$ cat src/rtl/mux_scan_ctrl_pkg.sv
// mux_scan_ctrl_pkg: shared channel count, select width and FSM state encoding for the mux scanner
package mux_scan_ctrl_pkg;
  localparam int NCH = 4;
  localparam int SEL_W = 2;
  typedef enum logic [1:0] {IDLE = 2'd0, SCAN = 2'd1, HOLD = 2'd2} state_t;
endpackage

$ cat src/rtl/mux_next_ch.sv
// mux_next_ch: lowest enabled channel, next enabled channel above cur, and last-channel flag
module mux_next_ch
  import mux_scan_ctrl_pkg::*;
(
  input  logic [SEL_W-1:0] cur,
  input  logic [NCH-1:0]   mask,
  output logic [SEL_W-1:0] first,
  output logic [SEL_W-1:0] next,
  output logic             is_last
);
  always_comb begin
    first = '0;
    next = '0;
    is_last = 1'b1;
    for (int i = NCH - 1; i >= 0; i--) begin
      if (mask[i]) first = SEL_W'(i);
      if (mask[i] && i > int'(cur)) begin
        next = SEL_W'(i);
        is_last = 1'b0;
      end
    end
  end
endmodule

$ cat src/rtl/mux_scan_ctrl.sv
// mux_scan_ctrl: round-robin mux select scanner assembling one sampled bit per channel into a handshaked frame
module mux_scan_ctrl
  import mux_scan_ctrl_pkg::*;
#(
  parameter int DWELL_W = 8
) (
  input  logic               clk,
  input  logic               rst,
  input  logic               en,
  input  logic [DWELL_W-1:0] dwell,
  input  logic [NCH-1:0]     ch_mask,
  output logic [SEL_W-1:0]   s,
  input  logic               mux_out,
  output logic [NCH-1:0]     frame_data,
  output logic [NCH-1:0]     frame_mask,
  output logic               frame_valid,
  input  logic               frame_ready,
  output logic               busy
);
  state_t state, state_n;
  logic [SEL_W-1:0] s_n, first, nxt;
  logic [DWELL_W-1:0] cnt, cnt_n, dwell_q, dwell_n;
  logic [NCH-1:0] cap, cap_n, fd_n, fm_n;
  logic fv_n, is_last, start;
  // during a scan the walk follows the latched mask; otherwise the live mask feeds the first-channel lookup
  mux_next_ch u_next (
    .cur(s),
    .mask(state == SCAN ? frame_mask : ch_mask),
    .first(first),
    .next(nxt),
    .is_last(is_last)
  );
  assign busy = state != IDLE;
  always_comb begin
    state_n = state;
    s_n = s;
    cnt_n = cnt;
    dwell_n = dwell_q;
    cap_n = cap;
    fd_n = frame_data;
    fm_n = frame_mask;
    fv_n = frame_valid;
    start = en && |ch_mask && (state == IDLE || (state == HOLD && frame_ready));
    case (state)
      SCAN: begin
        if (!en) state_n = IDLE;
        else if (cnt != '0) cnt_n = cnt - DWELL_W'(1);
        else begin
          cap_n[s] = mux_out;
          if (is_last) begin
            fd_n = cap_n;
            fv_n = 1'b1;
            state_n = HOLD;
          end else begin
            s_n = nxt;
            cnt_n = dwell_q;
          end
        end
      end
      HOLD: begin
        if (frame_ready) begin
          fv_n = 1'b0;
          state_n = IDLE;
        end
      end
      default: state_n = IDLE;
    endcase
    if (start) begin
      state_n = SCAN;
      s_n = first;
      cnt_n = dwell;
      dwell_n = dwell;
      fm_n = ch_mask;
      cap_n = '0;
    end
  end
  always_ff @(posedge clk) begin
    if (rst) begin
      state <= IDLE;
      s <= '0;
      cnt <= '0;
      dwell_q <= '0;
      cap <= '0;
      frame_data <= '0;
      frame_mask <= '0;
      frame_valid <= 1'b0;
    end else begin
      state <= state_n;
      s <= s_n;
      cnt <= cnt_n;
      dwell_q <= dwell_n;
      cap <= cap_n;
      frame_data <= fd_n;
      frame_mask <= fm_n;
      frame_valid <= fv_n;
    end
  end
endmodule

$ cat config.mk
export PLATFORM = sky130hd
export DESIGN_NAME = mux_scan_ctrl
export DESIGN_NICKNAME = d
export VERILOG_FILES = /design/src/rtl/mux_scan_ctrl_pkg.sv /design/src/rtl/mux_next_ch.sv /design/src/rtl/mux_scan_ctrl.sv
export SDC_FILE = /design/constraint.sdc
export NUM_CORES = 1
export LEC_CHECK = 0
export CAP_MARGIN = 5
export CELL_PAD_IN_SITES_DETAIL_PLACEMENT = 1
export CELL_PAD_IN_SITES_GLOBAL_PLACEMENT = 2
export CORE_MARGIN = 2
export CORE_UTILIZATION = 33
export CTS_BUF_LIST = sky130_fd_sc_hd__clkbuf_2
export DETAILED_ROUTE_END_ITERATION = 10
export GPL_ROUTABILITY_DRIVEN = 1
export PLACE_DENSITY_LB_ADDON = 0.1
export SLEW_MARGIN = 20
export SYNTH_ARGS = -nofsm -noshare
export SYNTH_HDL_FRONTEND = slang
export SYNTH_HIERARCHICAL = 1
export SYNTH_SLANG_ARGS = --single-unit
$ cat constraint.sdc
create_clock -name clk -period 3.15 [get_ports clk]
set_clock_uncertainty 0.15 [all_clocks]
set_input_delay 0.7875 -clock clk [delete_from_list [all_inputs] [get_ports clk]]
set_output_delay 0.7875 -clock clk [all_outputs]
set_load 0.1 [all_outputs]
==> metrics.md, run 1 <==
| Metric | Value |
|---|---|
| Number of buffers inserted by hold repair at cts | `0` |
| Min Tclk post-route | `2.68 ns` |
| Top library cells by usage in the layout, fill and taps aside | `33 x sky130_fd_sc_hd__dfxtp_1, 31 x sky130_fd_sc_hd__nand2_1, 27 x sky130_fd_sc_hd__buf_4, 25 x sky130_fd_sc_hd__nor2_1, 22 x sky130_fd_sc_hd__a21oi_1` |
| Area occupied by multi-input gates | `0.00111 mm^2` |
| Flip-flop cell with the highest count after synthesis | `sky130_fd_sc_hd__dfxtp_1` |
| Classification of the worst setup path | `in -> reg` |
| Core outline area | `0.00551 mm^2` |
| Max-cap viol count | `0` |
| Period utilisation layout | `85.1%` |
| Die area | `0.00630 mm^2` |
| Number of buffers added by the clock tree synthesis step | `5` |
| Distinct cell type count after synthesis | `50` |
| Count of mapped cells out of synthesis | `228` |
| Post-Place Cells | `331` |
| Setup slack after layout | `0.468 ns` |
| Number of nets produced by synthesis | `247` |
| Clock tree from TritonCTS | `built` |
| Maximum level of the CTS H-tree | `2` |
| Outcome | `finished clean` |
| Proportion of layout cells with a drive suffix above 1 | `20.6%` |
| Pin count of the biggest net entering global routing | `27` |
| Maximum buffer depth of the clock tree | `2` |
| Share of the yosys chip area belonging to registers | `35.2%` |
| Placement-stage worst setup slack | `0.0801 ns` |
| Data arrival time of the critical path | `2.82 ns` |
| First-pass GRT wire length | `8.87 mm` |
| Leakage dissipation | `0.875 nW` |
| Residual DRC count | `0` |
| Worst hold path class | `reg -> reg` |
| Antenna Diode Count | `0` |
| Router iterations before antenna repair | `4` |
| Clock Pin Slew Worst Setup and Hold Paths | `0.19 ns` |
| Clock Tree Root | `sky130_fd_sc_hd__clkbuf_2` |
| Average wire per standard cell | `15.6 um` |
| Slew @ Worst Pin | `0.888 ns` |
| Routed wire length | `5.30 mm` |
| Number of nets with antenna violations after detailed routing | `0` |
| Via count of the first global-routing pass | `1,782` |
| Fmax | `373 MHz` |
| Detailed placer's ending HPWL | `3.94 mm` |
| Chip width | `79.4 um` |
| Via total after detailed routing | `1,813` |
| Via/cell ratio | `5.35` |
| Combined flip-flop and latch cell area | `661 um^2` |
| Antenna violations before repair | `0` |
| Count of instances resized after the clock tree is built | `0` |
| Headroom to the max-slew limit | `40.5%` |
| Power density over the cells | `461 mW/mm^2` |
| Number of flops mapped to enable cells by yosys | `0` |
| Fin area | `0.00232 mm^2` |
| Share of async-settable or async-resettable flops after synthesis | `0%` |
| Type of element capturing the critical path | `register` |
| Buffer count from post-CTS setup fixing | `0` |
| Global router's overall resource usage | `17.8%` |
| Number of setup violations in the final report | `0` |
| Most frequent standard cell in the layout excluding fill and tap cells | `sky130_fd_sc_hd__dfxtp_1` |
| Top fanout value on the critical path | `10` |
| Flops & latches, synth | `33` |
| Required time reported for the critical path endpoint | `3.29 ns` |
| Area overhead of the layout relative to synthesis | `23.7%` |
| Die extent in y | `79.4 um` |
| Final-report hold violation count | `0` |
| Startpoint type of the worst setup path | `input pin` |
| 1st-iter DRT viols | `57` |
| Hold path depth | `2` |
| Count of input and output buffers | `28` |
| CTS Sinks | `33` |
| Total Negative Setup Slacks | `0 ns` |
| Hold WS | `0.328 ns` |
| Largest cells by area after synthesis | `sky130_fd_sc_hd__dfxtp_1 35%, sky130_fd_sc_hd__nand2_1 6.2%, sky130_fd_sc_hd__a21oi_1 5.9%` |
| Global-route congestion overflow total | `0` |
| Area share of the largest cell type after synthesis | `35.2%` |
| Worst r2r path cells | `10` |
| Count of fill cells added during filler insertion | `676` |
| Unrepaired setup endpoints after global routing | `no` |
| Peak VDD IR | `0.221 mV` |
| Final cell count without fillers | `339` |
| Yosys synthesis warning count | `6` |
| I/O Pins | `29` |
| Post-synthesis area per instance | `8.22 um^2` |
| Total cell area at the placement stage | `0.00228 mm^2` |
| Initial cell density of the core | `34.0%` |
| Final estimated routing congestion in global placement | `0.788` |
| Post-layout nets | `285` |
| Synth area leader | `sky130_fd_sc_hd__dfxtp_1` |
| Site Rows | `27` |
| Insertion delay of the later-clocked pin in the worst-skew pair | `0.36 ns` |
| Netlist area before placement | `0.00187 mm^2` |
| Number of pins exceeding their max-slew limit in the final report | `0` |
## kinds of logic (layout without fill, tap and decap cells)
logic type / after synthesis / count (layout) / share of synthesized area [%]
AOI/OAI and AO/OA: 64 / 64 / 23.6
xor gates and xnor gates: 1 / 1 / 0.467
adders and majority gates: 2 / 2 / 1.33
buffers and inverters: 21 / 60 / 5.27
DFF: 33 / 33 / 35.2
muxes: 9 / 9 / 5.07
and+or+nand+nor: 98 / 98 / 29.0
## path summary, 6_finish.rpt
check	startpoint	endpoint	slack (ns)
setup / recovery	ch_mask[2]	frame_data[1]	0.47
hold / removal	dwell_q[3]	dwell_q[3]	0.33
setup reg to reg	state[1]	frame_data[1]	0.62
hold reg to reg	dwell_q[3]	dwell_q[3]	0.33
## critical path, cell delays in order
cell and delay (ns):
sky130_fd_sc_hd__clkdlybuf4s50_1 0.44, sky130_fd_sc_hd__mux2_2 0.31, sky130_fd_sc_hd__inv_1 0.10, sky130_fd_sc_hd__a21oi_1 0.07, sky130_fd_sc_hd__a21oi_1 0.20, sky130_fd_sc_hd__inv_1 0.15
sky130_fd_sc_hd__nor4_4 0.28, sky130_fd_sc_hd__buf_4 0.21, sky130_fd_sc_hd__nor2_1 0.05, sky130_fd_sc_hd__a211oi_1 0.20
## report_power, final
| part | leakage [nW] | internal, mW | total [mW] | switching [mW] |
|---|---|---|---|---|
| Clock | 0.0327 | 0.0560 | 0.205 | 0.149 |
| Combinational | 0.572 | 0.148 | 0.385 | 0.236 |
| Sequential | 0.270 | 0.445 | 0.479 | 0.0339 |
## cell usage after synthesis (all sizes together) (5+ instances only)
| library cell | instances |
|---|---|
| inv | 8 |
| nor2 | 25 |
| clkbuf | 7 |
| buf | 6 |
| nor3 | 7 |
| dfxtp | 33 |
| o21ai | 6 |
| a21oi | 22 |
| a311oi | 5 |
| nand2 | 31 |
| mux2i | 5 |
| nand2b | 8 |
| a211oi | 8 |
## layout make-up
| type | instances | area share [%] |
|---|---|---|
| well taps | 72 | 3.89 |
| clock inverters | 2 | 0.432 |
| repair buffers | 44 | 16.5 |
| flip-flops and latches | 33 | 28.5 |
| inverters | 8 | 1.30 |
| clock buffers | 6 | 1.30 |
| multi-input cells | 174 | 48.1 |
## stage by stage
step	power, mW	util (%)
floorplan	0.764	-
global placement	0.873	41.4
detailed placement	0.874	41.4
CTS	1.09	42.1
global route	1.15	42.1
finish	1.07	42.1
## routing by layer
| layer | up-vias | global-route usage, % | wire length [um] |
|---|---|---|---|
| met1 | 882 | 24.3 | 2620 |
| met4 | 0 | 2.59 | 19 |
| met3 | 2 | 3.07 | 103 |
| met2 | 19 | 30.2 | 2560 |
| li1 | 910 | - | - |
| met5 | - | 0 | 0 |
## state kept, by name (all words and copies together) (netlist names)
| signal | count |
|---|---|
| cnt | 8 |
| dwell_q | 8 |
| cap | 4 |
| frame_data | 4 |
| frame_mask | 4 |
| s | 2 |
| state | 2 |
| frame_valid | 1 |
No activity file was read; power rests on OpenSTA's default activity.
==> run 2, diff against run 1 <==
ABC_AREA = 1   (was default)
CORE_UTILIZATION = 31   (was 33)
==> run 2 against run 1 <==
Net effect:
- non-clock buffer count is 14 lower
- routed wire length down 3.2%
- critical path depth is 3 higher
- die area rose by 12%
- critical path type unchanged
- global-route usage down 1.9 points
- sequential share of layout area shrank 0.63 points
==> metrics.md, run 2 <==
| Metric | Value |
|---|---|
| Outcome | `finished clean` |
| Via/cell ratio | `4.68 (-13%)` |
| Top library cells by usage in the layout, fill and taps aside | `68 x sky130_fd_sc_hd__nand2_1, 36 x sky130_fd_sc_hd__inv_1, 33 x sky130_fd_sc_hd__dfxtp_1, 31 x sky130_fd_sc_hd__nand3_1, 20 x sky130_fd_sc_hd__a21oi_1` |
| Maximum buffer depth of the clock tree | `2 (unchanged)` |
| Residual DRC count | `0 (unchanged)` |
| R2r startpoint | `state[1]` |
| Initial cell density of the core | `31.6% (-2.5 points)` |
| Antenna violations before repair | `0 (unchanged)` |
| Count of mapped cells out of synthesis | `286 (+25%)` |
| Yosys synthesis warning count | `6 (unchanged)` |
| CTS Sinks | `33 (unchanged)` |
| Max stage delay on crit path | `0.44 ns (about the same)` |
| Type of element capturing the critical path | `register` |
| Slew @ Worst Pin | `0.438 ns (-0.449 ns)` |
| Top-count cell post-synth | `sky130_fd_sc_hd__nand2_1` |
| Core outline area | `0.00628 mm^2 (+14%)` |
| Required time reported for the critical path endpoint | `3.31 ns (+0.02 ns)` |
| Final Util | `37.8% (-4.3 points)` |
| Clock Tree Root | `sky130_fd_sc_hd__clkbuf_2` |
| Flip-flop cell with the highest count after synthesis | `sky130_fd_sc_hd__dfxtp_1` |
| Worst r2r path cells | `14 (+4)` |
| 1st-iter DRT viols | `45 (-21%)` |
| Sequence of cells on the critical path | `clkdlybuf4s50_1, nand2_1, o21ai_0, nand2_2, nand2_2, nor2_2, inv_2, nand2_1, nor2_1, a21oi_4, nand2_4, and2_4, a21oi_1` |
| Startpoint of the most critical hold path | `frame_data[1]` |
| Number of pins exceeding their max-slew limit in the final report | `0 (unchanged)` |
| Final estimated routing congestion in global placement | `0.821 (+4.2%)` |
| Top fanout value on the critical path | `10 (unchanged)` |
| Netlist area before placement | `0.00198 mm^2 (+5.7%)` |
| Count of instances resized after the clock tree is built | `0 (unchanged)` |
| Via count of the first global-routing pass | `1,897 (+6.5%)` |
| Share of power burned in the clock network | `21.0% (+1.8 points)` |
| Maximum level of the CTS H-tree | `2 (unchanged)` |
| Global router's overall resource usage | `15.9% (-1.9 points)` |
| Proportion of layout cells with a drive suffix above 1 | `21.3% (+0.72 points)` |
| I/O Pins | `29 (unchanged)` |
| Antenna Diode Count | `0 (unchanged)` |
| Largest cells by area after synthesis | `sky130_fd_sc_hd__dfxtp_1 33%, sky130_fd_sc_hd__nand2_1 13%, sky130_fd_sc_hd__nand3_1 7.8%` |
| Detailed placer's ending HPWL | `3.87 mm (-2.0%)` |
| Reg2Reg Capture Point | `s[1]` |
| Leading registers by flop count | `cnt (8), dwell_q (8)` |
| Unrepaired setup endpoints after global routing | `no` |
| Switching pwr | `0.606 mW (+45%)` |
| Average wire per standard cell | `12.9 um (-17%)` |
| Number of buffers added by the clock tree synthesis step | `5 (unchanged)` |
| Share of power burned in combinational logic | `43.3% (+7.3 points)` |
| Router iterations before antenna repair | `4 (unchanged)` |
| Post-layout nets | `337 (+18%)` |
| Insertion delay of the later-clocked pin in the worst-skew pair | `0.39 ns (+0.03 ns)` |
| Pin count of the biggest net entering global routing | `19 (-30%)` |
| Distinct cell type count after synthesis | `28 (-44%)` |
| Share of async-settable or async-resettable flops after synthesis | `0% (unchanged)` |
| Classification of the worst setup path | `in -> reg` |
| Headroom to the max-slew limit | `70.8% (+30 points)` |
| Number of buffers inserted by hold repair at cts | `0 (unchanged)` |
| Max-cap viol count | `0 (unchanged)` |
| Top post-synthesis cells by count | `68 x sky130_fd_sc_hd__nand2_1, 36 x sky130_fd_sc_hd__inv_1, 33 x sky130_fd_sc_hd__dfxtp_1` |
| Synth area leader | `sky130_fd_sc_hd__dfxtp_1` |
| Via total after detailed routing | `1,853 (+2.2%)` |
| Routed wire length | `5.13 mm (-3.2%)` |
| Most frequent standard cell in the layout excluding fill and tap cells | `sky130_fd_sc_hd__nand2_1` |
| First-pass GRT wire length | `9.08 mm (+2.4%)` |
| Die area | `0.00704 mm^2 (+12%)` |
| Final cell count without fillers | `396 (+17%)` |
| Min Tclk post-route | `2.39 ns (-0.295 ns)` |
| Worst hold path class | `reg -> reg` |
| Power Internal | `0.789 mW (+21%)` |
| Number of nets produced by synthesis | `305 (+23%)` |
| Hold path depth | `2 (unchanged)` |
| Area share of the largest cell type after synthesis | `33.4% (-1.9 points)` |
| Placement-stage worst setup slack | `0.346 ns (+0.266 ns)` |
| Clock Pin Slew Worst Setup and Hold Paths | `0.20 ns (about the same)` |
| Power density over the cells | `588 mW/mm^2 (+28%)` |
| Setup slack after layout | `0.763 ns (+0.295 ns)` |
| Site Rows | `29 (+7.4%)` |
| Die extent in y | `83.9 um (+5.8%)` |
| Part of the total power dissipated in sequential elements | `35.7% (-9.1 points)` |
| Clock tree from TritonCTS | `built` |
| Data arrival time of the critical path | `2.55 ns (-0.27 ns)` |
| Setup slack of the most critical reg-to-reg path | `1.02 ns (+0.40 ns)` |
| Share of the yosys chip area belonging to registers | `33.4% (-1.9 points)` |
| Buffer count from post-CTS setup fixing | `0 (unchanged)` |
| Startpoint type of the worst setup path | `input pin` |
| Switching share of total power | `43.4% (+4.2 points)` |
| Peak VDD IR | `0.203 mV (-7.8%)` |
| Flops & latches, synth | `33 (unchanged)` |
| Chip width | `83.9 um (+5.8%)` |
| Global-route congestion overflow total | `0 (unchanged)` |
| Total Negative Setup Slacks | `0 ns (unchanged)` |
| Number of nets with antenna violations after detailed routing | `0 (unchanged)` |
| Area overhead of the layout relative to synthesis | `19.7%` |
| Hold worst-path end | `frame_data[1]` |
| Final-report hold violation count | `0 (unchanged)` |
| Total power | `1.39 mW (+30%)` |
| Master of the slowest instance on the critical path | `sky130_fd_sc_hd__clkdlybuf4s50_1` |
| Number of setup violations in the final report | `0 (unchanged)` |
| Period utilisation layout | `75.8% (-9.4 points)` |
| Number of flops mapped to enable cells by yosys | `0 (unchanged)` |
| Count of input and output buffers | `28 (unchanged)` |
| Post-synthesis area per instance | `6.93 um^2 (-16%)` |
| Fmax | `419 MHz (+12%)` |
| Leakage dissipation | `1.08 nW (+23%)` |
| Post-Place Cells | `388 (+17%)` |
==> run 2: changes by cell type after synthesis, moves of 6 or more <==
cell                       before  now
sky130_fd_sc_hd__a211oi_1       8    2
sky130_fd_sc_hd__inv_2          0    9
sky130_fd_sc_hd__nand2_1       31   68
sky130_fd_sc_hd__a21oi_2        0    7
sky130_fd_sc_hd__nor2_1        25   19
sky130_fd_sc_hd__nand2b_1       7    0
sky130_fd_sc_hd__nand2_2        0   14
sky130_fd_sc_hd__inv_1          8   36
sky130_fd_sc_hd__nand3_1        2   31
sky130_fd_sc_hd__o21ai_0        6   16
==> run 2: critical path, delay by kind of cell <==
kind	cells	cell delay [ns]
and+or+nand+nor	8	0.81
buffers and inverters	2	0.49
AOI/OAI and AO/OA	3	0.49
==> run 2: logic make-up after synthesis <==
kind of cell	share of synthesized area (%)
and+or+nand+nor	39.1
AOI/OAI and AO/OA	15.2
buffers and inverters	10.6
DFF	33.4
adders and majority gates	1.26
xor gates and xnor gates	0.442
==> run 2: power by group through the flow <==
| stage | Clock (mW) | Combinational [mW] | Sequential (mW) |
|---|---|---|---|
| floorplan | 0 | 0.411 | 0.568 |
| global placement | 0 | 0.612 | 0.509 |
| detailed placement | 0 | 0.614 | 0.507 |
| CTS | 0.304 | 0.617 | 0.499 |
| global route | 0.321 | 0.688 | 0.506 |
| finish | 0.292 | 0.604 | 0.498 |
==> run 2: how the worst max path moves through the flow <==
stage                  start  endpoint  cells past startpoint
2_1_floorplan  frame_mask[2]      s[0]                     13
3_3_place_gp      ch_mask[2]    cnt[2]                     13
3_5_place_dp      ch_mask[2]    cnt[6]                     13
4_1_cts           ch_mask[2]    cnt[2]                     13
5_1_grt           ch_mask[2]    cnt[6]                     13
6_report          ch_mask[2]    cnt[2]                     13
==> run 2: area by class of cell <==
| cell class | instances | area [um^2] |
|---|---|---|
| fill | 824 | 3910 |
| multi-input combinational | 202 | 1110 |
| sequential | 33 | 661 |
| timing repair buffer | 30 | 265 |
| inverter | 46 | 175 |
| tap | 77 | 96.3 |
| clock inverter | 2 | 33.8 |
| clock buffer | 6 | 30.0 |
==> run 2: routing by layer <==
metal | global-route usage (%) | up-vias | wire (um)
li1 | - | 971 | -
met1 | 21.9 | 843 | 2560
met2 | 25.5 | 35 | 2320
met3 | 3.36 | 4 | 198
met4 | 3.96 | 0 | 50
met5 | 0 | - | 0
==> run 2: stage by stage <==
step	instance area, um^2	hold WS, ns
finish	2370	0.310
floorplan	1980	0.278
global placement	2310	0.288
CTS	2370	0.315
global route	2370	0.349
detailed placement	2310	0.291
==> run 3, diff against run 2 <==
clock period = 2.22 ns   (was 3.15 ns; I/O delays follow)
==> run 3 against run 2 <==
Net effect:
- combinational power rose by 60%
- largest power group unchanged
- setup slack got worse by 0.60 ns
- sequential power rose by 43%
==> metrics.md, run 3 (same netlist as run 2, synthesis figures left out) <==
| Metric | Value |
|---|---|
| Outcome | `finished clean` |
| Data arrival time of the critical path | `2.19 ns (-0.36 ns)` |
| Global router's overall resource usage | `16.3% (+0.33 points)` |
| Min Tclk post-route | `2.06 ns` |
| Master of the slowest instance on the critical path | `sky130_fd_sc_hd__clkdlybuf4s50_1` |
| Classification of the worst setup path | `in -> reg` |
| Proportion of layout cells with a drive suffix above 1 | `30.1% (+8.8 points)` |
| Pin count of the biggest net entering global routing | `19 (unchanged)` |
| Count of input and output buffers | `28 (unchanged)` |
| Number of buffers inserted by hold repair at cts | `0 (unchanged)` |
| CTS Sinks | `33 (unchanged)` |
| Global-route congestion overflow total | `0 (unchanged)` |
| Gate family responsible for the most delay along the worst path | `simple AND/OR/NAND/NOR gates` |
| Average wire per standard cell | `12.7 um (-2.1%)` |
| Area overhead of the layout relative to synthesis | `34.2%` |
| Clock tree from TritonCTS | `built` |
| Period utilisation layout | `92.6%` |
| First-pass GRT wire length | `9.11 mm (+0.31%)` |
| Most frequent standard cell in the layout excluding fill and tap cells | `sky130_fd_sc_hd__nand2_1` |
| Final estimated routing congestion in global placement | `0.788 (-4.0%)` |
| Worst path buffer plus inverter count | `4 (+2)` |
| Setup slack after layout | `0.164 ns (-0.599 ns)` |
| Fin area | `0.00266 mm^2 (+12%)` |
| Power density over the cells | `791 mW/mm^2 (+34%)` |
| Initial cell density of the core | `31.6% (unchanged)` |
| Via count of the first global-routing pass | `1,942 (+2.4%)` |
| Required time reported for the critical path endpoint | `2.36 ns (-0.95 ns)` |
| Clock Tree Root | `sky130_fd_sc_hd__clkbuf_2` |
| Worst hold path class | `reg -> reg` |
| Slew @ Worst Pin | `0.306 ns (-0.132 ns)` |
| Worst path most repeated cell | `sky130_fd_sc_hd__nand2_1` |
| Type of element capturing the critical path | `register` |
| 1st-iter DRT viols | `31 (-31%)` |
| Leakage dissipation | `1.23 nW (+15%)` |
| Total cell area at the placement stage | `0.00255 mm^2 (+10%)` |
| Antenna Diode Count | `0 (unchanged)` |
| Router iterations before antenna repair | `3 (-1)` |
| Die area | `0.00704 mm^2 (unchanged)` |
| Antenna violations before repair | `0 (unchanged)` |
| Via/cell ratio | `4.55 (-2.7%)` |
| Placement-stage worst setup slack | `-0.337 ns (-0.683 ns)` |
| Leading registers by flop count | `cnt (8), dwell_q (8)` |
| Maximum level of the CTS H-tree | `2 (unchanged)` |
| Number of pins exceeding their max-slew limit in the final report | `0 (unchanged)` |
| Sequence of cells on the critical path | `clkdlybuf4s50_1, nand2_1, nand2_1, nand2_1, inv_1, nor2_2, inv_2, nand2_1, nor2_2, a21oi_4, nand2_4, buf_4, nand3_1, a21oi_2` |
| Maximum buffer depth of the clock tree | `2 (unchanged)` |
| Number of setup violations in the final report | `0 (unchanged)` |
| Total Negative Setup Slacks | `0 ns (unchanged)` |
| Chip width | `83.9 um (unchanged)` |
| Number of nets with antenna violations after detailed routing | `0 (unchanged)` |
| I/O Pins | `29 (unchanged)` |
| Routed wire length | `5.40 mm (+5.3%)` |
| Top fanout value on the critical path | `9 (-1)` |
| Startpoint type of the worst setup path | `input pin` |
| Detailed placer's ending HPWL | `4.19 mm (+8.5%)` |
| Insertion delay of the later-clocked pin in the worst-skew pair | `0.38 ns (about the same)` |
| Post-layout nets | `367 (+8.9%)` |
| Final-report hold violation count | `0 (unchanged)` |
| Hold WS | `0.309 ns (-0.00104 ns)` |
| Max stage delay on crit path | `0.43 ns (about the same)` |
| Peak VDD IR | `0.319 mV (+57%)` |
| Site Rows | `29 (unchanged)` |
| Top library cells by usage in the layout, fill and taps aside | `68 x sky130_fd_sc_hd__nand2_1, 40 x sky130_fd_sc_hd__buf_4, 36 x sky130_fd_sc_hd__inv_1, 31 x sky130_fd_sc_hd__nand3_1, 27 x sky130_fd_sc_hd__dfxtp_1` |
| Clock Pin Slew Worst Setup and Hold Paths | `0.19 ns (about the same)` |
| Headroom to the max-slew limit | `79.4% (+8.6 points)` |
| Fmax | `486 MHz` |
| Number of buffers added by the clock tree synthesis step | `5 (unchanged)` |
| Residual DRC count | `0 (unchanged)` |
| Max-cap viol count | `0 (unchanged)` |
| Die extent in y | `83.9 um (unchanged)` |
| Total power | `2.10 mW (+51%)` |
| Via total after detailed routing | `1,940 (+4.7%)` |
| Core outline area | `0.00628 mm^2 (unchanged)` |
## run 3: path summary, 6_finish.rpt
| kind | end | slack, ns | from | depth (start not counted) |
|---|---|---|---|---|
| worst min-delay path | frame_data[1] | 0.31 | frame_data[1] | 2 |
| worst min register to register | frame_data[1] | 0.31 | frame_data[1] | 2 |
| worst max-delay path | cnt[5] | 0.16 | ch_mask[1] | 14 |
| worst max register to register | cnt[5] | 0.20 | state[1] | 16 |
## run 3: layer usage
layer	track usage [%]	part of all wire, %	up-vias
met3	3.26	2.8	6
met1	21.2	49	881
met5	0	0	-
met4	4.40	1.1	0
li1	-	-	1027
met2	27.3	47	26
## run 3: worst reg2reg max path, delay by kind of cell (launching register included)
kind,cells,cell delay [ns]
compound gates,2,0.24
flops,1,0.38
buf+inv,5,0.38
simple gates,9,0.77
## run 3: through the flow
step / std cells / utilization, %
2_1_floorplan: 286 / -
3_5_place_dp: 412 / 40.6
6_report: 426 / 42.4
5_1_grt: 426 / 42.4
4_1_cts: 420 / 41.6
3_3_place_gp: 412 / 40.6
## run 3: report_power, final
group / internal (mW) / switching, mW
sequential: 0.654 / 0.0595
clock: 0.192 / 0.228
combinational: 0.368 / 0.601
## run 3: layout make-up
| class | instances | area [um^2] |
|---|---|---|
| Inverter | 46 | 175 |
| Fill cell | 819 | 3620 |
| Clock buffer | 6 | 30.0 |
| Tap cell | 77 | 96.3 |
| Clock inverter | 2 | 33.8 |
| Timing Repair Buffer | 60 | 541 |
| Multi-Input combinational cell | 202 | 1110 |
| Sequential cell | 33 | 671 |
## run 3: what timing repair did
item,in CTS,in global routing
setup buffers,0,6
resized for setup,0,3
hold endpoints to repair,0,0
endpoints found under the setup margin,0,11
